<file path="config.mk">
export PLATFORM = sky130hd
export DESIGN_NAME = crc_apb_master
export DESIGN_NICKNAME = d
export VERILOG_FILES = /design/src/rtl/crc_pkg.sv /design/src/rtl/apb_wait_timer.sv /design/src/rtl/crc_apb_master.sv
export SDC_FILE = /design/constraint.sdc
export NUM_CORES = 1
export LEC_CHECK = 0
export CORE_ASPECT_RATIO = 0.9
export CORE_UTILIZATION = 36
export CTS_CLUSTER_SIZE = 24
export DETAILED_ROUTE_END_ITERATION = 12
export PLACE_DENSITY = 0.82
export SYNTH_ARGS = -nofsm -noshare
export SYNTH_HDL_FRONTEND = slang
export SYNTH_HIERARCHICAL = 1
export SYNTH_SLANG_ARGS = --single-unit
</file>
<file path="constraint.sdc">
create_clock -name p_clk_i -period 3.4 [get_ports p_clk_i]
set_input_delay 0.34 -clock p_clk_i [delete_from_list [all_inputs] [get_ports p_clk_i]]
set_output_delay 0.34 -clock p_clk_i [all_outputs]
set_load 0.01 [all_outputs]
</file>
<file path="src/rtl/crc_pkg.sv">
// Shared definitions for the CRC8/CRC15 APB wrapper and its stream feeder.
package crc_pkg;

    localparam int CRC8_W  = 8;
    localparam int CRC15_W = 15;

    // Wrapper register map (byte addresses)
    localparam logic [31:0] write_crc8  = 32'h0000_0000;
    localparam logic [31:0] read_crc8   = 32'h0000_0004;
    localparam logic [31:0] write_crc15 = 32'h0000_0008;
    localparam logic [31:0] read_crc15  = 32'h0000_000C;

    typedef enum logic [2:0] {
        IDLE,
        WR_SETUP,
        WR_ACCESS,
        RD_SETUP,
        RD_ACCESS,
        RESULT
    } crc_mst_state_t;

endpackage

</file>
<file path="src/rtl/apb_wait_timer.sv">
// Counts ACCESS cycles spent waiting on the slave; flags the last allowed one.
module apb_wait_timer #(
    parameter int TIMEOUT = 16
) (
    input  logic p_clk_i,
    input  logic p_rst_i,
    input  logic clr,
    input  logic en,
    output logic expired
);

    localparam int CNT_W = $clog2(TIMEOUT);
    localparam logic [CNT_W-1:0] CNT_LAST = CNT_W'(TIMEOUT - 1);

    logic [CNT_W-1:0] cnt;

    // Wait-cycle counter: clear wins over count
    always_ff @(posedge p_clk_i) begin
        if (p_rst_i || clr) begin
            cnt <= '0;
        end else if (en) begin
            cnt <= cnt + CNT_W'(1);
        end
    end

    // Expired only on the TIMEOUT-th waiting cycle, so a ready in that cycle still wins
    assign expired = en && (cnt == CNT_LAST);

endmodule

</file>
<file path="src/rtl/crc_apb_master.sv">
// Byte-stream to APB master feeding the CRC8/CRC15 wrapper.
//
// state     | meaning
// ----------+---------------------------------------------------------
// IDLE      | ready for next byte; drops bytes while discarding a frame
// WR_SETUP  | APB write setup phase, byte to write_crc8/15
// WR_ACCESS | APB write access phase, waiting on m_ready_i
// RD_SETUP  | APB read setup phase of read_crc8/15
// RD_ACCESS | APB read access phase, captures CRC on m_ready_i
// RESULT    | result presented, waiting on res_ready_i
module crc_apb_master
    import crc_pkg::*;
#(
    parameter int TIMEOUT = 16,
    parameter int ADDR_W  = 32,
    parameter int DATA_W  = 32
) (
    input  logic              p_clk_i,
    input  logic              p_rst_i,
    input  logic [7:0]        s_dat_i,
    input  logic              s_valid_i,
    input  logic              s_last_i,
    input  logic              s_sel15_i,
    output logic              s_ready_o,
    output logic [ADDR_W-1:0] m_adr_o,
    output logic [DATA_W-1:0] m_dat_o,
    input  logic [DATA_W-1:0] m_dat_i,
    output logic              m_sel_o,
    output logic              m_enable_o,
    output logic              m_we_o,
    input  logic              m_ready_i,
    output logic [15:0]       res_crc_o,
    output logic              res_err_o,
    output logic              res_valid_o,
    input  logic              res_ready_i
);

    crc_mst_state_t state_q, state_d;

    logic [7:0]  byte_q;
    logic        last_q;
    logic        sel15_q;
    logic        frame_active;
    logic        discard;
    logic [15:0] res_crc_q;
    logic        res_err_q;
    logic        rst_q;

    logic        accept;
    logic        in_access;
    logic        tmr_en;
    logic        tmr_clr;
    logic        tmr_expired;
    logic [15:0] rd_crc;
    logic        unused_dat_hi;

    assign accept    = s_valid_i && s_ready_o;
    assign in_access = (state_q == WR_ACCESS) || (state_q == RD_ACCESS);
    assign tmr_en    = in_access && !m_ready_i;
    assign tmr_clr   = in_access && (m_ready_i || tmr_expired);

    assign rd_crc = sel15_q ? {1'b0, m_dat_i[CRC15_W-1:0]}
                            : {8'b0, m_dat_i[CRC8_W-1:0]};
    assign unused_dat_hi = ^m_dat_i[DATA_W-1:CRC15_W];

    apb_wait_timer #(
        .TIMEOUT (TIMEOUT)
    ) u_wait_timer (
        .p_clk_i (p_clk_i),
        .p_rst_i (p_rst_i),
        .clr     (tmr_clr),
        .en      (tmr_en),
        .expired (tmr_expired)
    );

    // State register
    always_ff @(posedge p_clk_i) begin
        if (p_rst_i) begin
            state_q <= IDLE;
        end else begin
            state_q <= state_d;
        end
    end

    // Next-state logic
    always_comb begin
        state_d = state_q;
        case (state_q)
            IDLE: begin
                if (accept) begin
                    if (!discard) begin
                        state_d = WR_SETUP;
                    end else if (s_last_i) begin
                        state_d = RESULT;
                    end
                end
            end
            WR_SETUP: state_d = WR_ACCESS;
            WR_ACCESS: begin
                if (m_ready_i) begin
                    state_d = last_q ? RD_SETUP : IDLE;
                end else if (tmr_expired) begin
                    state_d = last_q ? RESULT : IDLE;
                end
            end
            RD_SETUP: state_d = RD_ACCESS;
            RD_ACCESS: begin
                if (m_ready_i || tmr_expired) begin
                    state_d = RESULT;
                end
            end
            RESULT: begin
                if (res_ready_i) begin
                    state_d = IDLE;
                end
            end
            default: state_d = IDLE;
        endcase
    end

    // APB and handshake outputs decoded from the current state
    always_comb begin
        s_ready_o   = 1'b0;
        m_sel_o     = 1'b0;
        m_enable_o  = 1'b0;
        m_we_o      = 1'b0;
        m_adr_o     = '0;
        m_dat_o     = '0;
        res_valid_o = 1'b0;
        case (state_q)
            IDLE: s_ready_o = !rst_q;
            WR_SETUP, WR_ACCESS: begin
                m_sel_o    = 1'b1;
                m_enable_o = (state_q == WR_ACCESS);
                m_we_o     = 1'b1;
                m_adr_o    = ADDR_W'(sel15_q ? write_crc15 : write_crc8);
                m_dat_o    = DATA_W'(byte_q);
            end
            RD_SETUP, RD_ACCESS: begin
                m_sel_o    = 1'b1;
                m_enable_o = (state_q == RD_ACCESS);
                m_adr_o    = ADDR_W'(sel15_q ? read_crc15 : read_crc8);
            end
            RESULT: res_valid_o = 1'b1;
            default: ;
        endcase
    end

    assign res_crc_o = res_crc_q;
    assign res_err_o = res_err_q;

    // Holds s_ready_o low for the cycle after any reset so every output reads 0 then
    always_ff @(posedge p_clk_i) begin
        rst_q <= p_rst_i;
    end

    // Frame context, discard flag and result capture
    always_ff @(posedge p_clk_i) begin
        if (p_rst_i) begin
            byte_q       <= '0;
            last_q       <= 1'b0;
            sel15_q      <= 1'b0;
            frame_active <= 1'b0;
            discard      <= 1'b0;
            res_crc_q    <= '0;
            res_err_q    <= 1'b0;
        end else begin
            case (state_q)
                IDLE: begin
                    if (accept) begin
                        byte_q <= s_dat_i;
                        last_q <= s_last_i;
                        if (!frame_active) begin
                            sel15_q      <= s_sel15_i;
                            frame_active <= 1'b1;
                        end
                        if (discard && s_last_i) begin
                            discard      <= 1'b0;
                            frame_active <= 1'b0;
                            res_crc_q    <= '0;
                            res_err_q    <= 1'b1;
                        end
                    end
                end
                WR_ACCESS: begin
                    if (!m_ready_i && tmr_expired) begin
                        if (last_q) begin
                            frame_active <= 1'b0;
                            res_crc_q    <= '0;
                            res_err_q    <= 1'b1;
                        end else begin
                            discard <= 1'b1;
                        end
                    end
                end
                RD_ACCESS: begin
                    if (m_ready_i) begin
                        frame_active <= 1'b0;
                        res_crc_q    <= rd_crc;
                        res_err_q    <= 1'b0;
                    end else if (tmr_expired) begin
                        frame_active <= 1'b0;
                        res_crc_q    <= '0;
                        res_err_q    <= 1'b1;
                    end
                end
                default: ;
            endcase
        end
    end

endmodule

</file>
Word-level counts from Yosys, hierarchy flattened
Cells that the tools add are included.
Word-level totals
  output and inout bits: 86
  bits in registers: 37
Operators by class
  bitwise gates (word level): 1
  mux-type cells: 46
  reduce and logical (&&, ||, !) cells: 23
  $add $sub $neg: 1
  equal/unequal tests: 16
Operator list (count)
  $mux W16: 6
  $pmux W16 S3: 1
  $mux W3: 8
  $mux W1: 20
  $pmux W3 S6: 1
  $mux W15: 1
  $reduce_and A5 Y1: 3
  $ne A2 B2 Y1 const B: 6
  $ne A3 B3 Y1 const B: 3
  $mux W4: 2
  $mux W8: 1
  $pmux W4 S2: 1
  $eq A3 B2 Y1 const B: 2
  $eq A3 B3 Y1 const B: 2
  $logic_and A1 B1 Y1: 6
  $pmux W1 S3: 2
  $reduce_and A6 Y1: 1
  $add A4 B1 Y4 const B: 1
  $eq A4 B4 Y1 const B: 1
  $pmux W1 S2: 2
  $reduce_or A2 Y1: 2
  $reduce_or A4 Y1: 1
  $eq A3 B1 Y1 const B: 1
  $logic_not A3 Y1: 1
  9 further kinds: 12

Longest topological paths before layout
  word-level depth: 7
  gate-level depth with buffers: 10
  mapped depth without buffers: 8

Cells and area by module
Netlist, hierarchy kept.
By module, submodules not included
  crc_apb_master: cells each 216, sequential area each 640.6 um^2, area an instance 1835.5 um^2, instances 1
  apb_wait_timer: cells each 17, sequential area each 80.1 um^2, area an instance 186.4 um^2, instances 1

Least setup slack after synthesis
No wires, ideal clock.
  path type: reg-to-reg
  start point: register state_q[1]
  end point: register res_crc_q[10], in the netlist res_crc_o[10]
  slack: 475 ps
  required time: 3283 ps
  data arrival time: 2808 ps
  period minus slack after synthesis: 2925 ps
  stages on the path, launching flop included: 11
  path buffers: 2
  cells stage by stage: dfxtp_1 > clkbuf_1 > nand2b_1 > a21o_1 > nor2_1 > and4_2 > nand3b_4 > a211o_1 > o41a_1 > buf_6 > a22o_1
Between the ends
  longest elaborated chain between the ends: 7
RTL lines
  start, declared: RTL line crc_apb_master.sv:38  | crc_mst_state_t state_q, state_d;
  start signal, assigned: RTL line crc_apb_master.sv:81  | state_q <= state_d;
  $eq A3 B2 Y1 or $eq A3 B3 Y1 (tied branches): RTL line crc_apb_master.sv:58  | assign in_access = (state_q == WR_ACCESS) || (state_q == RD_ACCESS);
  $logic_or A1 B1 Y1 (*): RTL line crc_apb_master.sv:58
  $logic_and A1 B1 Y1 (*): RTL line crc_apb_master.sv:59  | assign tmr_en = in_access && !m_ready_i;
  net tmr_en: RTL line crc_apb_master.sv:51  | logic tmr_en;
  $logic_and A1 B1 Y1 (*): RTL line apb_wait_timer.sv:27  | assign expired = en && (cnt == CNT_LAST);
  net tmr_expired: RTL line crc_apb_master.sv:53  | logic tmr_expired;
  $logic_and A1 B1 Y1: RTL line crc_apb_master.sv:186  | if (!m_ready_i && tmr_expired) begin
  $ne A2 B1 Y1 (no line)
  $reduce_and A6 Y1 (no line) (*)
  end signal, assigned: RTL line crc_apb_master.sv:199  | res_crc_q <= rd_crc;
  end, declared: RTL line crc_apb_master.sv:45  | logic [15:0] res_crc_q;
Mark *: on every way through the listed nets, which the timed path passes. The rest lies on a longest branch.
A chain may end at the register's enable or synchronous reset.

Worst setup path in the final report
  start point: register state_q[2]
  end point: register res_crc_q[6], in the netlist res_crc_o[6]
Same word-level chain as after synthesis.

==> results.yml <==
power:
  leakagePower_nw: 1.08
  vdd_drop_max_mv: 0.270
  powerDensity_nw_per_um2: 491
sta:
  drv_slew: 0
  setup_viol: 0
  fmax_mhz: 343
  fin_tns_setup_ns: 0
  post-route-min-period_ns: 2.91
  slew_headroom_pct: 57.6
  skew_ns: 0.00325
  period_share_pct: 85.7
  worst_slew_pin_slew_ns: 0.632
  hold_viol: 0
  hold_ws_ns: 0.458
  rsz0062_at_grt: "false"
yosys:
  synth_top_area_cell: "dfxtp_1"
  synth-warning-count: 6
  yosysMostFrequentCell: "buf_4"
  ys.flop_type: "dfxtp_1"
  synth.cells.most_frequent: "55 x buf_4, 36 x dfxtp_1, 16 x a21oi_1"
  synth-seq-area-share_pct: 35.6
  async_flop_share_pct: 0
  synth_cell_types: 42
  synth_cells: 233
  netlist_area_um2: 2020
  ys_ff_latch: 36
  synthTopCellsByArea: "dfxtp_1 36%, buf_4 20%, a22o_1 6.5%"
  yosysTopAreaCellShare_pct: 35.6
  synth-edff-count: 0
  avgSynthCellArea_um2: 8.68
layout:
  drive_above_1_share_pct: 6.78
  post_layout_nonfiller_instances: 362
  design_area_um2: 2570
  area_delta_synth_final_pct: 27.2
  nNetsFinal: 342
  fillCellCount: 528
  num_antenna_cells: 0
cts:
  htreeDepth: 2
  clk_pin_slew_ns: 0.08
  tritoncts: "built"
  cts_hold_buffers: 0
  cts_buffer_depth: 2
  post_cts_buffers: 0
  root_buffer: "clkbuf_8"
  cts_resized: 0
  clock_sinks: 36
  clock_latency_ns: 0.29
  cts_made_buffers: 5
grt:
  grt_pass1_wl_um: 7020
  grt_max_degree: 18
  overflow: 0
  track_usage_pct: 15.7
  grt_pass1_vias: 1556
  antenna_found_initial: 0
die:
  die_x_um: 81.0
  dieArea_um2: 5920
  rows: 25
  core_area_um2: 5320
  initial_core_util_pct: 38.0
  boundaryPins: 133
  die_h_um: 73.1
drt:
  ant_nets: 0
  drc: 0
  drt-initial-drc-count: 191
  drt-total-wl_um: 4530
  vias: 1683
  first_pass_iters: 4
  via_per_inst: 4.65
  wl_per_cell_um: 12.5
min_path:
  worstHoldPathType: "reg -> reg"
  hold_path_depth: 2
  hold_start: "byte_q[7]"
  hold_end: "byte_q[7]"
critical_path:
  r2r_cells: 8
  reg2reg_from: "state_q[2]"
  critPathMaxFanout: 15
  cp-end-kind: "flop"
  r2r_end: "res_crc_o[6]"
  critPathKind: "reg -> reg"
  start_kind: "flop"
  critical_path_required_ns: 3.58
  cp_data_arrival_time_ns: 3.09
  r2r_slack_ns: 0.49
status:
  status: "complete, no violations"
placed_design:
  place_inst: 354
  hpwl_um: 3250
  io_buffers: 60
  place_area_um2: 2480
  gp_congestion: 0.817
run:
  cap_violations: 0
==> metal layers <==
| metal | part of all wire, % | track usage [%] |
|---|---|---|
| met2 | 50 | 27.0 |
| met5 | 0 | 0 |
| met4 | 1.8 | 6.35 |
| met1 | 40 | 18.0 |
| met3 | 8.2 | 5.00 |
==> worst max-delay path, stage by stage (launching register included) <==
cell and delay (ns):
dfxtp_1 0.59, nand2b_1 0.17, a21o_1 0.21, nor2_1 0.12, and4_2 0.33, nand3b_4 0.09, a211o_1 0.31, o41a_1 0.65
a22o_1 0.33
==> worst max path at each step <==
stage	endpoint	slack, ns	startpoint
6_report	res_crc_o[6]	0.49	state_q[2]
5_1_grt	res_crc_o[2]	0.31	state_q[2]
4_1_cts	res_crc_o[6]	0.51	state_q[2]
3_5_place_dp	res_crc_o[6]	0.48	m_ready_i
3_3_place_gp	res_crc_o[8]	0.53	m_ready_i
2_1_floorplan	res_crc_o[10]	0.48	state_q[1]
==> stage by stage <==
| stage | total power, W | worst slack (ns) | util (%) |
|---|---|---|---|
| final | 0.00126 | 0.488 | 48.4 |
| after global routing | 0.00134 | 0.310 | 48.4 |
| after CTS | 0.00127 | 0.510 | 48.4 |
| after detailed placement | 0.000964 | 0.484 | 46.7 |
| after global placement | 0.000950 | 0.532 | 46.7 |
| after floorplan | 0.000817 | 0.475 | - |
==> cells in the final DEF, fill, tap and decap left out, drive strengths merged, types with 5 or more instances in the layout <==
master / instances
nand2: 12
and2: 11
a21oi: 16
inv: 5
a22o: 15
nor2: 6
nor3: 9
buf: 6
clkdlybuf4s50: 60
clkbuf: 5
dfxtp: 36
nand2b: 7
nand3: 13
conb: 55
==> final cells by class <==
class	count	area (µm²)	share of cell area, %
clock buffers	5	68.8	2.68
clock inverters	3	18.8	0.730
inverters	5	18.8	0.730
multi-input cells	180	1010	39.5
flip-flops and latches	36	721	28.0
well taps	67	83.8	3.26
repair buffers	66	646	25.1
==> state kept, by name (all words and copies together), names as in the netlist <==
| signal | count |
|---|---|
| res_err_o | 1 |
| sel15_q | 1 |
| frame_active | 1 |
| discard | 1 |
| rst_q | 1 |
| u_wait_timer/cnt | 4 |
| res_crc_o | 15 |
| last_q | 1 |
| byte_q | 8 |
| state_q | 3 |
==> power by group <==
part           switching (W)  internal, W  leakage, nW
logic               0.000240     0.000211        0.737
registers          0.0000484     0.000458        0.292
clock network       0.000163     0.000143       0.0479
==> logic make-up (layout without fill, tap and decap cells) <==
kind of cell | Yosys count | after routing | share of synthesized area [%]
flip-flops | 36 | 36 | 35.6
adder cells (fa/ha/maj) | 1 | 1 | 0.619
multiplexers | 4 | 4 | 2.04
AO/OA/AOI/OAI | 47 | 47 | 16.7
XOR/XNOR | 1 | 1 | 0.433
other | 1 | 55 | 0.185
AND/OR/NAND/NOR | 72 | 72 | 20.2
buffers and inverters | 71 | 79 | 24.2
Note: power is estimated with default switching activity, not from simulation.
